## config.mk

```make
export PLATFORM = sky130hd
export DESIGN_NAME = matrix_stream_tx
export DESIGN_NICKNAME = d
export VERILOG_FILES = /design/src/rtl/matrix_stream_tx.sv
export SDC_FILE = /design/constraint.sdc
export NUM_CORES = 1
export LEC_CHECK = 0
export CORE_MARGIN = 5
export CORE_UTILIZATION = 60
export CTS_CLUSTER_SIZE = 12
export DETAILED_ROUTE_END_ITERATION = 10
export GPL_TIMING_DRIVEN = 0
export PLACE_DENSITY = 0.85
export SETUP_SLACK_MARGIN = 0.05
export SLEW_MARGIN = 5
export SYNTH_ARGS = -nofsm -noshare
export SYNTH_HDL_FRONTEND = slang
export SYNTH_SLANG_ARGS = --single-unit
```

## constraint.sdc

```tcl
create_clock -name clk -period 3.95 [get_ports clk]
set_input_delay 0.5925 -clock clk [delete_from_list [all_inputs] [get_ports clk]]
set_output_delay 0.5925 -clock clk [all_outputs]
set_load 0.1 [all_outputs]
```

## src/rtl/matrix_stream_tx.sv

```systemverilog
// matrix_stream_tx: streams a ROWS x COLS matrix row-major over AXIS with a 2-entry prefetch buffer.
// Define MATRIX_STREAM_TX_ROW_TLAST_EN to mark TLAST at the end of every row instead of once per matrix.
module matrix_stream_tx #(
    parameter int OUTW = 24,
    parameter int ROWS = 4,
    parameter int COLS = 4,
    localparam int NUM = ROWS * COLS,
    localparam int ADDRW = $clog2(NUM)
) (
    input  logic             clk,
    input  logic             reset,
    input  logic             wr_en,
    input  logic [ADDRW-1:0] wr_addr,
    input  logic [OUTW-1:0]  wr_data,
    input  logic             start,
    output logic             busy,
    output logic             done,
    output logic [OUTW-1:0]  OUT_AXIS_TDATA,
    output logic             OUT_AXIS_TVALID,
    input  logic             OUT_AXIS_TREADY,
    output logic             OUT_AXIS_TLAST
);
    typedef enum logic {IDLE, STREAM} state_t;

    state_t           state_q;
    logic             busy_q, done_q, inflight_q;
    logic [ADDRW:0]   rd_cnt_q;
    logic [ADDRW-1:0] beat_q;
    logic [1:0]       cnt_q;
    logic [OUTW-1:0]  buf0_q, buf1_q, rdata_q;
    logic [OUTW-1:0]  mem [NUM];
    logic             hs, rd_en, wr_ok, last_beat, last_flag;
    logic [2:0]       occ;

    assign hs        = OUT_AXIS_TVALID && OUT_AXIS_TREADY;
    assign last_beat = beat_q == ADDRW'(NUM - 1);
    // a slot freed by this cycle's handshake may be refilled immediately
    assign occ       = 3'(cnt_q) + 3'(inflight_q) - 3'(hs);
    assign rd_en     = state_q == STREAM && rd_cnt_q < (ADDRW + 1)'(NUM) && occ < 3'd2;
    assign wr_ok     = state_q == IDLE && wr_en && {1'b0, wr_addr} < (ADDRW + 1)'(NUM);

    always_ff @(posedge clk) begin
        if (wr_ok) mem[wr_addr] <= wr_data;
        if (rd_en) rdata_q <= mem[rd_cnt_q[ADDRW-1:0]];
    end

    always_ff @(posedge clk or negedge reset) begin
        if (!reset) begin
            state_q    <= IDLE;
            busy_q     <= 1'b0;
            done_q     <= 1'b0;
            inflight_q <= 1'b0;
            rd_cnt_q   <= '0;
            beat_q     <= '0;
            cnt_q      <= '0;
            buf0_q     <= '0;
            buf1_q     <= '0;
        end else begin
            done_q     <= 1'b0;
            inflight_q <= rd_en;
            if (state_q == IDLE) begin
                if (start) begin
                    state_q  <= STREAM;
                    busy_q   <= 1'b1;
                    rd_cnt_q <= '0;
                    beat_q   <= '0;
                end
            end else if (hs && last_beat) begin
                state_q <= IDLE;
                busy_q  <= 1'b0;
                done_q  <= 1'b1;
            end
            if (rd_en) rd_cnt_q <= rd_cnt_q + (ADDRW + 1)'(1);
            if (hs) beat_q <= last_beat ? '0 : beat_q + ADDRW'(1);
            if (hs) buf0_q <= (inflight_q && cnt_q == 2'd1) ? rdata_q : buf1_q;
            else if (inflight_q && cnt_q == 2'd0) buf0_q <= rdata_q;
            if (inflight_q && ((cnt_q == 2'd1 && !hs) || (cnt_q == 2'd2 && hs))) buf1_q <= rdata_q;
            cnt_q <= cnt_q + 2'(inflight_q) - 2'(hs);
        end
    end

`ifdef MATRIX_STREAM_TX_ROW_TLAST_EN
    localparam int CW = COLS > 1 ? $clog2(COLS) : 1;
    logic [CW-1:0] col_q;
    always_ff @(posedge clk or negedge reset) begin
        if (!reset) col_q <= '0;
        else if (state_q == IDLE) col_q <= '0;
        else if (hs) col_q <= (col_q == CW'(COLS - 1)) ? '0 : col_q + CW'(1);
    end
    assign last_flag = col_q == CW'(COLS - 1);
`else
    assign last_flag = last_beat;
`endif

    assign OUT_AXIS_TVALID = cnt_q != 2'd0;
    assign OUT_AXIS_TDATA  = buf0_q;
    assign OUT_AXIS_TLAST  = OUT_AXIS_TVALID && last_flag;
    assign busy            = busy_q;
    assign done            = done_q;
endmodule

```

### Yosys cells after proc, flatten, opt, wreduce, memory -nomap -nowiden

Memory sizes are Yosys's and may differ from the RTL's. A register that Yosys moved wholly into a read port is not among the register bits.
Cells that the tools add are included.

* RAM bits: 384
* bits of input ports: 33
* memories kept: 1
* output and inout port bits: 28
* register bits: 63
* logic and storage cells: 67

Memories
* mem: depth 16, width 24, read ports 1, clocked after memory_dff 1, write ports 1, RTL line 31 `logic [OUTW-1:0] mem [NUM];`

* bitwise logic cells: 1
* add/subtract/negate cells: 6
* reduce and logical (&&, ||, !) cells: 22
* eq/ne operators: 6
* magnitude comparators: 2
* multiplexer cells: 20

Operators with widths (number)
* $mux W24: 3
* $mux W4: 4
* $mux W5: 3
* $logic_and A1 B1 Y1: 11
* $mux W1: 10
* $reduce_bool A2 Y1: 5
* $ne A2 B1 Y1 const B: 3
* $reduce_and A2 Y1: 3
* $add A5 B1 Y5 const B: 1
* $lt A5 B5 Y1 const B: 1
* $add A4 B1 Y4 const B: 1
* $eq A4 B4 Y1 const B: 1
* $add A2 B1 Y3: 1
* $lt A3 B2 Y1 const B: 1
* $sub A3 B1 Y3: 1
* $add A2 B1 Y2: 1
* $eq A2 B1 Y1 const B: 1
* $eq A2 B2 Y1 const B: 1
* $logic_not A2 Y1: 1
* $sub A2 B1 Y2: 1
* $logic_not A1 Y1: 1
* $logic_or A1 B1 Y1: 1
* $not A1 Y1: 1

### Logic depth before layout (Yosys ltp)

Gate-level depths: netlist of run 1.

* word-level depth: 7
* depth in mapped cells: 9
* mapped depth without buffers: 9

### Worst setup path after synthesis of run 1

OpenSTA, ideal clock, no wires.

* path kind: input-to-reg
* start point: input OUT_AXIS_TREADY
* end point: register rd_cnt_q[2]
* stages on the path: 9
* required time: 3.870 ns
* data arrival time: 3.313 ns
* slack: 0.556 ns
* path through: and3b_1 nand2b_1 ha_1 inv_1 fa_1 inv_1 nor4_4 mux2_1 mux2i_1

* word-level cells in the longest chain between the ends: 6

Ends and longest elaborated chain
* start, declared: RTL line 20 `input logic OUT_AXIS_TREADY,`
* $logic_and A1 B1 Y1 *: RTL line 35 `assign hs = OUT_AXIS_TVALID && OUT_AXIS_TREADY;`
* $sub A3 B1 Y3 *: RTL line 38 `assign occ = 3'(cnt_q) + 3'(inflight_q) - 3'(hs);`
* net occ[1]: RTL line 33 `logic [2:0] occ;`
* $lt A3 B2 Y1 *: RTL line 39 `assign rd_en = state_q == STREAM && rd_cnt_q < (ADDRW + 1)'(NUM) && occ < 3'd2;`
* $logic_and A1 B1 Y1 *: RTL line 39
* net rd_en: RTL line 32 `logic hs, rd_en, wr_ok, last_beat, last_flag;`
* $ne A2 B1 Y1 (no source line) / $reduce_bool A2 Y1 (equally long branches)
* $reduce_and A2 Y1 (no source line)
* end signal, assigned: RTL line 73 `if (rd_en) rd_cnt_q <= rd_cnt_q + (ADDRW + 1)'(1);`
* end, declared: RTL line 27 `logic [ADDRW:0] rd_cnt_q;`

Mark *: on every way through the listed nets, which the timed path passes. The rest lies on a longest branch.
A chain may end at the register's enable or synchronous reset.

### Worst setup path in the final report of run 1

* start point: register beat_q[0]
* end point: output OUT_AXIS_TLAST

* word-level cells in the longest chain between the ends: 2

Ends and longest elaborated chain
* start, declared: RTL line 28 `logic [ADDRW-1:0] beat_q;`
* start signal, assigned: RTL line 74 `if (hs) beat_q <= last_beat ? '0 : beat_q + ADDRW'(1);`
* $eq A4 B4 Y1: RTL line 36 `assign last_beat = beat_q == ADDRW'(NUM - 1);`
* $logic_and A1 B1 Y1: RTL line 97 `assign OUT_AXIS_TLAST = OUT_AXIS_TVALID && last_flag;`
* end, declared: RTL line 21 `output logic OUT_AXIS_TLAST`

No other way between the ends.

==> metrics, run 1 <==
max-slew violations=0; Post-CTS Resized=0; #FFs+latches synth=471; clk slew on worst S/H paths=0.06 ns; clock buffer depth=3; Layout Nets=1010; Worst Skew=0.02126 ns; Worst Max-Slew Pin Slew=1.012 ns; clock root cell=clkbuf_16; final hold violations=0; postcts setup bufs=0; die width=183.0 um; Rel. slew slack=0.3233; H-tree depth=2; Post-Route WL=42.49 mm; crit path kind=register to primary output; LEAKAGE=7.013 nW; Final WS setup=0.7023 ns; worst-skew pair later-pin latency=0.55 ns; Row Count=63; first-pass GRT wire length=63.52 mm; die area=33490 sq um; residual DRC count=0; RR Startpoint=cnt_q[1]; hold crit path type=input port to async pin; GPL Wtd Cong=0.7637; initial core utilization=0.6074; YS warnings=0; Setup-failing EPs final=0; Place WS=0.5320 ns; maximum fanout along the worst path=5; largest net degree at the start of global routing=64; hpwl dp=24.71 mm; worst reg2reg endpoint=rd_cnt_q[2]; most frequent cells in the layout=edfxtp_1 (408), mux4_2 (96), dfrtp_1 (63), clkdlybuf4s50_1 (59), clkbuf_16 (49); worst reg2reg path depth=10; vias=9440; fin crit share=0.8222; Mapped Area=17960 sq um; post-synthesis cell count=843; synth unique cells=43; pwr dens=738.2 nW/um^2; die height=183.0 um; Post-Syn Nets=880; peak supply drop=0.4160 mV; drt pass-1 iters=6; leading cell type in the layout, fill and taps excluded=edfxtp_1; dominant cell type by area after synthesis=edfxtp_1; Seq/Total Area, Yosys=0.7701; WP data required=3.36 ns; grt ovf=0; post-route antenna net violation count=0; top cells by area, synth=edfxtp_1 (68%), mux4_2 (12%), dfrtp_1 (8.8%); status=finished clean; clock tree from TritonCTS=yes; vias in the first global route=9766; IO buf count=60; Tot GR Track Use=0.2584; reg2reg setup slack=1.07 ns; CP Launch Type=register; design area=20850 sq um; initial DRC count=1241; final core utilization=0.7054; syn avg cell area=21.30 sq um; CTS Buf Count=46; Core ar.=29560 sq um; hold_buf cts=0; maximum clock rate=307.9 MHz; Critical Path AT=2.66 ns; post-route minimum period=3.248 ns; share of cells above drive strength 1=0.2615; IO Pins=61; unrepaired setup endpoints after global routing=false; ant diodes=0; area post-placement=19530 sq um; P&R area growth vs syn=16.13%; # clock sinks=471; wire per inst=30.62 um; top cell type's share of synthesized area=0.6823; final cell count without fillers=1388; initial antenna violation count=1; Post-Place Cells=1315; Setup crit end kind=primary output; vias per inst=6.801; Max Cap Viol=0
[worst max-delay path by stage]
stage / start / endpoint / slack (ns) / cells after the start
finish: beat_q[0] / OUT_AXIS_TLAST / 0.70 / 4
global route: beat_q[0] / OUT_AXIS_TLAST / 0.58 / 4
CTS: beat_q[0] / OUT_AXIS_TLAST / 0.70 / 4
detailed placement: OUT_AXIS_TREADY / rd_cnt_q[2] / 0.53 / 11
global placement: wr_en / mem[4][6] / -1.67 / 4
floorplan: OUT_AXIS_TREADY / rd_cnt_q[2] / 0.56 / 9
[synthesized netlist by cell type (all sizes together)]
cell,n
dfrtp,63
nand2,36
mux2i,2
fa,1
inv,5
or3,1
nor2,26
nand4,2
ha,3
a32o,1
xor2,1
a22oi,48
mux2,26
and3b,1
clkbuf,15
o21ai,11
nor3,5
nand2b,5
or3b,1
nor2b,3
nor4,1
buf,25
a22o,24
edfxtp,408
o21a,2
a21oi,2
a21o,25
and2,1
nand3,3
mux4,96
[worst max-delay path, cell delays in order, from the launching register on]
cell and delay, ns:
dfrtp_1 0.43, ha_1 0.26, nand3_1 0.17, nor2_1 0.12, clkdlybuf4s50_1 1.14
[sequential cells by signal, indices dropped and copies added, names as in the netlist]
name            flops
busy                1
cnt_q               2
inflight_q          1
buf1_q             24
OUT_AXIS_TDATA     24
done                1
beat_q              4
state_q             1
rdata_q            24
rd_cnt_q            5
mem               384
[final cells by class]
class	count	area, sq um
Buffer	40	232.7
Tap cell	390	488.0
Multi-Input combinational cell	327	3986
Fill cell	1620	8707
Clock inverter	6	27.53
Timing Repair Buffer	82	977.2
Inverter	5	18.77
Sequential cell	471	13830
Clock buffer	67	1294
[cells by family after synthesis]
group           Yosys count  synth area share
simple gates             85           0.02167
fa+ha+maj                 4          0.003206
compound gates          113           0.05268
buf+inv                  45           0.01400
xor+xnor                  1         0.0004879
mux                     124            0.1378
flops                   471            0.7701
[metal layers]
layer	part of all wire	global-route usage	vias up
met3	0.11	0.04879	111
met5	0.00031	0	-
met1	0.36	0.3623	4844
li1	-	-	3736
met4	0.030	0.08403	2
met2	0.50	0.4218	747
[power by group]
part	leakage [nW]	internal (mW)	switching (mW)
registers	4.44	6.00	0.295
logic	1.93	1.96	3.19
clock network	0.644	2.25	1.71
total	7.01	10.2	5.19
[per-stage QoR]
stage | power [mW] | hold slack (ns) | TNS, ns
floorplan | 9.961 | 0.2969 | 0
global placement | 11.17 | 0.4517 | -172.87
detailed placement | 11.40 | 0.4646 | 0
CTS | 15.42 | 0.1616 | 0
global route | 15.97 | 0.1879 | 0
finish | 15.39 | 0.1236 | 0
(Power assumes the default switching activity.)
==> inputs of run 2 (changes only) <==
==> constraint.sdc (replaced) <==
create_clock -name clk -period 3.3 [get_ports clk]
set_input_delay 0.495 -clock clk [delete_from_list [all_inputs] [get_ports clk]]
set_output_delay 0.495 -clock clk [all_outputs]
set_load 0.1 [all_outputs]
==> run 2 against run 1 <==
Compared with the run above: final cell count barely moved; setup slack got worse by 0.41 ns; combinational power up 21%; core utilization fell by 0.055 points; flip-flop and latch count unchanged; routed wire length down 0.55%; cell area hardly changed; global-route usage is 0.26 points lower; first-iteration DRC count down 20%; clock skew down 0.010 ns; highest routed layer unchanged; critical path type is now register to register.
==> metrics, run 2 (synthesis results as in run 1) <==
met3 usage=0.04701; clock buffer depth=3; CP bufs+invs=3; design area=20840 sq um; wire per inst=30.47 um; initial antenna violation count=2; CTS Buf Count=46; Worst Setup SP=cnt_q[1]; Setup crit end kind=register; GPL Wtd Cong=0.7447; peak supply drop=0.4056 mV; grt ovf=0; IO buf count=60; Worst Max-Slew Pin Slew=1.060 ns; most frequent cells in the layout=edfxtp_1 (408), mux4_2 (96), dfrtp_1 (63), clkdlybuf4s50_1 (58), clkbuf_16 (47); crit path kind=register to register; Worst Skew=0.01089 ns; clock root cell=clkbuf_16; die width=183.0 um; vias=9310; Rel. slew slack=0.2894; hold_buf cts=0; pwr dens=883.6 nW/um^2; H-tree depth=2; post-route antenna net violation count=0; area post-placement=19550 sq um; Fill cells=1653; clk slew on worst S/H paths=0.06 ns; Multi-input gate area=3988 sq um; Layout Nets=1009; initial core utilization=0.6074; hold crit path type=input port to async pin; largest register by flop count=mem; maximum clock rate=332.5 MHz; die area=33490 sq um; Cell Chain, Critical Path=and3b_2, nand2b_1, ha_1, inv_1, fa_1, inv_2, nor4_4, buf_6, mux2_1, mux2i_1; leading cell type in the layout, fill and taps excluded=edfxtp_1; post-route minimum period=3.008 ns; Critical Path AT=3.47 ns; worst-skew pair later-pin latency=0.55 ns; first-pass GRT wire length=62.68 mm; WP data required=3.76 ns; max-slew violations=0; busiest grt layer=met2; ant diodes=0; crit-path max cell delay=0.52 ns; Core ar.=29560 sq um; unrepaired setup endpoints after global routing=false; Post-CTS Resized=0; cell family with most CP delay=simple AND/OR/NAND/NOR gates; status=finished clean; Global Route met2 Usage=0.4246; postcts setup bufs=0; met1 global-route usage=0.3509; P&R area growth vs syn=16.04%; # clock sinks=471; initial DRC count=997; hpwl dp=24.78 mm; vias per inst=6.712; Place WS=-0.1164 ns; Setup-failing EPs final=0; Row Count=63; final hold violations=0; vias in the first global route=9647; maximum fanout along the worst path=13; Post-Route WL=42.26 mm; Tot GR Track Use=0.2558; die height=183.0 um; IO Pins=61; number of flip-flops under the largest register name=384; clock tree from TritonCTS=yes; slowest cell on the critical path=nor4_4; Final WS setup=0.2922 ns; CP Launch Type=register; residual DRC count=0; largest net degree at the start of global routing=64; LEAKAGE=7.010 nW; share of cells above drive strength 1=0.2588; drt pass-1 iters=5; fin crit share=0.9115; RR Startpoint=cnt_q[1]; setup total negative slack=0 ns; Storage cell area=13830 sq um; Max Cap Viol=0
[run 2: changes by cell type in the layout (fill, tap and decap cells not counted), sizes merged]
| cell | change |
|---|---|
| inv | +1 |
| clkdlybuf4s50 | -1 |
| buf | -1 |
| clkinv | -3 |
| dlymetal6s2s | +1 |
| clkbuf | +2 |
[run 2: metrics by stage]
step | cells | utilization | hold WS, ns | power (mW)
floorplan | 843 | - | 0.1994 | 11.93
global placement | 1293 | 0.6443 | 0.4546 | 13.39
detailed placement | 1314 | 0.6612 | 0.4601 | 13.69
CTS | 1387 | 0.7048 | 0.06529 | 18.43
global route | 1387 | 0.7049 | 0.1133 | 19.08
finish | 1387 | 0.7049 | 0.03347 | 18.41
[run 2: path summary, 6_finish.rpt]
check,to,slack (ns),cells after the start
max,rd_cnt_q[2],0.29,10
min,OUT_AXIS_TDATA[17],0.03,1
max reg2reg,rd_cnt_q[2],0.29,10
min reg2reg,OUT_AXIS_TDATA[17],0.47,1
max in group asynchronous,buf1_q[8],2.74,1
min in group clk,OUT_AXIS_TDATA[17],0.47,1
[run 2: per-layer routing]
layer / vias to the layer above / share of wire / routed length (um)
li1: 3733 / - / -
met1: 4782 / 0.36 / 15220
met2: 687 / 0.50 / 21120
met3: 106 / 0.11 / 4475
met4: 2 / 0.033 / 1415
met5: - / 0.00045 / 19
[run 2: worst reg2reg max path, stage by stage (launching register included)]
cell,delay (ns)
dfrtp_1,0.50
and3b_2,0.28
nand2b_1,0.12
ha_1,0.14
inv_1,0.05
fa_1,0.50
inv_2,0.06
nor4_4,0.52
buf_6,0.25
mux2_1,0.35
mux2i_1,0.15
[run 2: area by class of cell]
class	instances	area share
clock inverters	4	0.0009608
well taps	390	0.02342
plain buffers	40	0.01117
inverters	5	0.0009007
multi-input cells	327	0.1914
flip-flops and latches	471	0.6637
repair buffers	81	0.04762
clock buffers	69	0.06089
[run 2: where the power goes]
part / total, mW / switching [mW] / internal [mW]
Combinational: 6.21 / 3.85 / 2.36
Sequential: 7.53 / 0.351 / 7.18
Clock: 4.67 / 2.04 / 2.63
Total: 18.4 / 6.25 / 12.2
==> inputs of run 3 (changes only) <==
--- a/config.mk
+++ b/config.mk
@@ -5,13 +5,12 @@
 export SDC_FILE = /design/constraint.sdc
 export NUM_CORES = 1
 export LEC_CHECK = 0
-export CORE_MARGIN = 5
 export CORE_UTILIZATION = 60
 export CTS_CLUSTER_SIZE = 12
 export DETAILED_ROUTE_END_ITERATION = 10
 export GPL_TIMING_DRIVEN = 0
 export PLACE_DENSITY = 0.85
-export SETUP_SLACK_MARGIN = 0.05
+export SETUP_SLACK_MARGIN = 0.1
 export SLEW_MARGIN = 5
 export SYNTH_ARGS = -nofsm -noshare
 export SYNTH_HDL_FRONTEND = slang
==> run 3 against run 2 <==
Compared with the run above: worst hold slack improved by 0.0053 ns; flip-flop and latch count stayed put; combinational power barely moved; non-clock buffer count did not move; clock skew rose by 0.0017 ns; cell area fell by 0.16%; largest cell class unchanged; highest routed layer is now met4.
==> metrics, run 3 (synthesis results as in run 1) <==
status=finished clean; WP data required=2.80 ns; clk slew on worst S/H paths=0.06 ns; max-slew violations=0; maximum clock rate=322.9 MHz; Tot GR Track Use=0.2757; final core utilization=0.7151; Post-Route WL=40.78 mm; vias per inst=6.718; Worst Setup SP=beat_q[0]; Critical Path AT=2.60 ns; initial antenna violation count=1; most frequent cells in the layout=edfxtp_1 (408), mux4_2 (96), dfrtp_1 (63), clkdlybuf4s50_1 (59), clkbuf_16 (49); share of cells above drive strength 1=0.2650; Max Cap Viol=0; die area=30620 sq um; hold crit path type=input port to async pin; die height=175.0 um; P&R area growth vs syn=15.85%; Setup-failing EPs final=0; slowest cell on the critical path=clkdlybuf4s50_1; CP Launch Type=register; Layout Nets=1010; fin crit share=0.9386; largest register by flop count=mem; drt pass-1 iters=6; initial core utilization=0.6172; worst-skew pair later-pin latency=0.54 ns; crit-path max cell delay=1.13 ns; Row Count=62; CP bufs+invs=1; post-route antenna net violation count=0; clock root cell=clkbuf_16; die width=175.0 um; vias in the first global route=9578; post-route minimum period=3.097 ns; cell family with most CP delay=buffers and inverters; final hold violations=0; CTS Buf Count=47; H-tree depth=2; peak supply drop=0.4604 mV; number of flip-flops under the largest register name=384; first-pass GRT wire length=60.41 mm; # clock sinks=471; vias=9304; leading cell type in the layout, fill and taps excluded=edfxtp_1; IO buf count=60; initial DRC count=1147; IO Pins=61; Worst Skew=0.01264 ns; residual DRC count=0; crit path kind=register to primary output; Rel. slew slack=0.3097; clock buffer depth=3; RR Startpoint=cnt_q[1]; Cell Chain, Critical Path=ha_1, nand3_1, nor2_1, clkdlybuf4s50_1; grt ovf=0; Place WS=-0.3354 ns; GPL Wtd Cong=0.7861; clock tree from TritonCTS=yes; largest net degree at the start of global routing=64; unrepaired setup endpoints after global routing=false; Post-CTS Resized=0; wire per inst=29.44 um; Worst Max-Slew Pin Slew=1.033 ns; Setup crit end kind=primary output; hpwl dp=22.79 mm; maximum fanout along the worst path=5; Core ar.=29090 sq um; Final WS setup=0.2026 ns; pwr dens=895.1 nW/um^2; reg2reg setup slack=0.48 ns; LEAKAGE=7.000 nW
[run 3: where the power goes]
part           switching, mW  internal [mW]
sequential             0.350           7.18
combinational           3.78           2.40
clock                   2.11           2.81
total                   6.23           12.4
[run 3: layout make-up]
class                      count  area [sq um]
antenna                        1         2.502
buffer                        40         232.7
clock buffer                  70          1355
clock inverter                 6         25.02
fill                        1637          8288
inverter                       5         18.77
multi-input combinational    327          3988
sequential                   471         13830
tap                          384         480.5
timing repair buffer          81         872.1
[run 3: stage by stage]
stage	instances	hold slack (ns)	total power [mW]	area [sq um]	TNS [ns]
after detailed placement	1305	0.4649	13.62	19400	-2.345
after floorplan	843	0.1994	11.93	17960	0
final	1385	0.03873	18.62	20800	0
after global placement	1287	0.4537	13.33	19040	-387.17
after global routing	1384	0.1109	19.20	20800	0
after CTS	1381	0.06758	18.56	20780	0
[run 3: timing repair]
item | in CTS | in global routing
setup endpoints to repair | 0 | 1
setup buffers | 0 | 3
hold buffers | 0 | 0
[run 3: layer usage]
metal | part of all wire | track usage
met1 | 0.35 | 0.3668
met3 | 0.11 | 0.06223
met4 | 0.037 | 0.1033
met2 | 0.50 | 0.4512
met5 | 0 | 0
[run 3: final timing paths]
check,depth (start not counted),to
worst min-delay path,1,OUT_AXIS_TDATA[17]
worst min register to register,1,OUT_AXIS_TDATA[16]
worst max-delay path,4,OUT_AXIS_TLAST
max in group asynchronous,1,OUT_AXIS_TDATA[10]
worst max register to register,10,rd_cnt_q[2]
min in group clk,1,OUT_AXIS_TDATA[16]
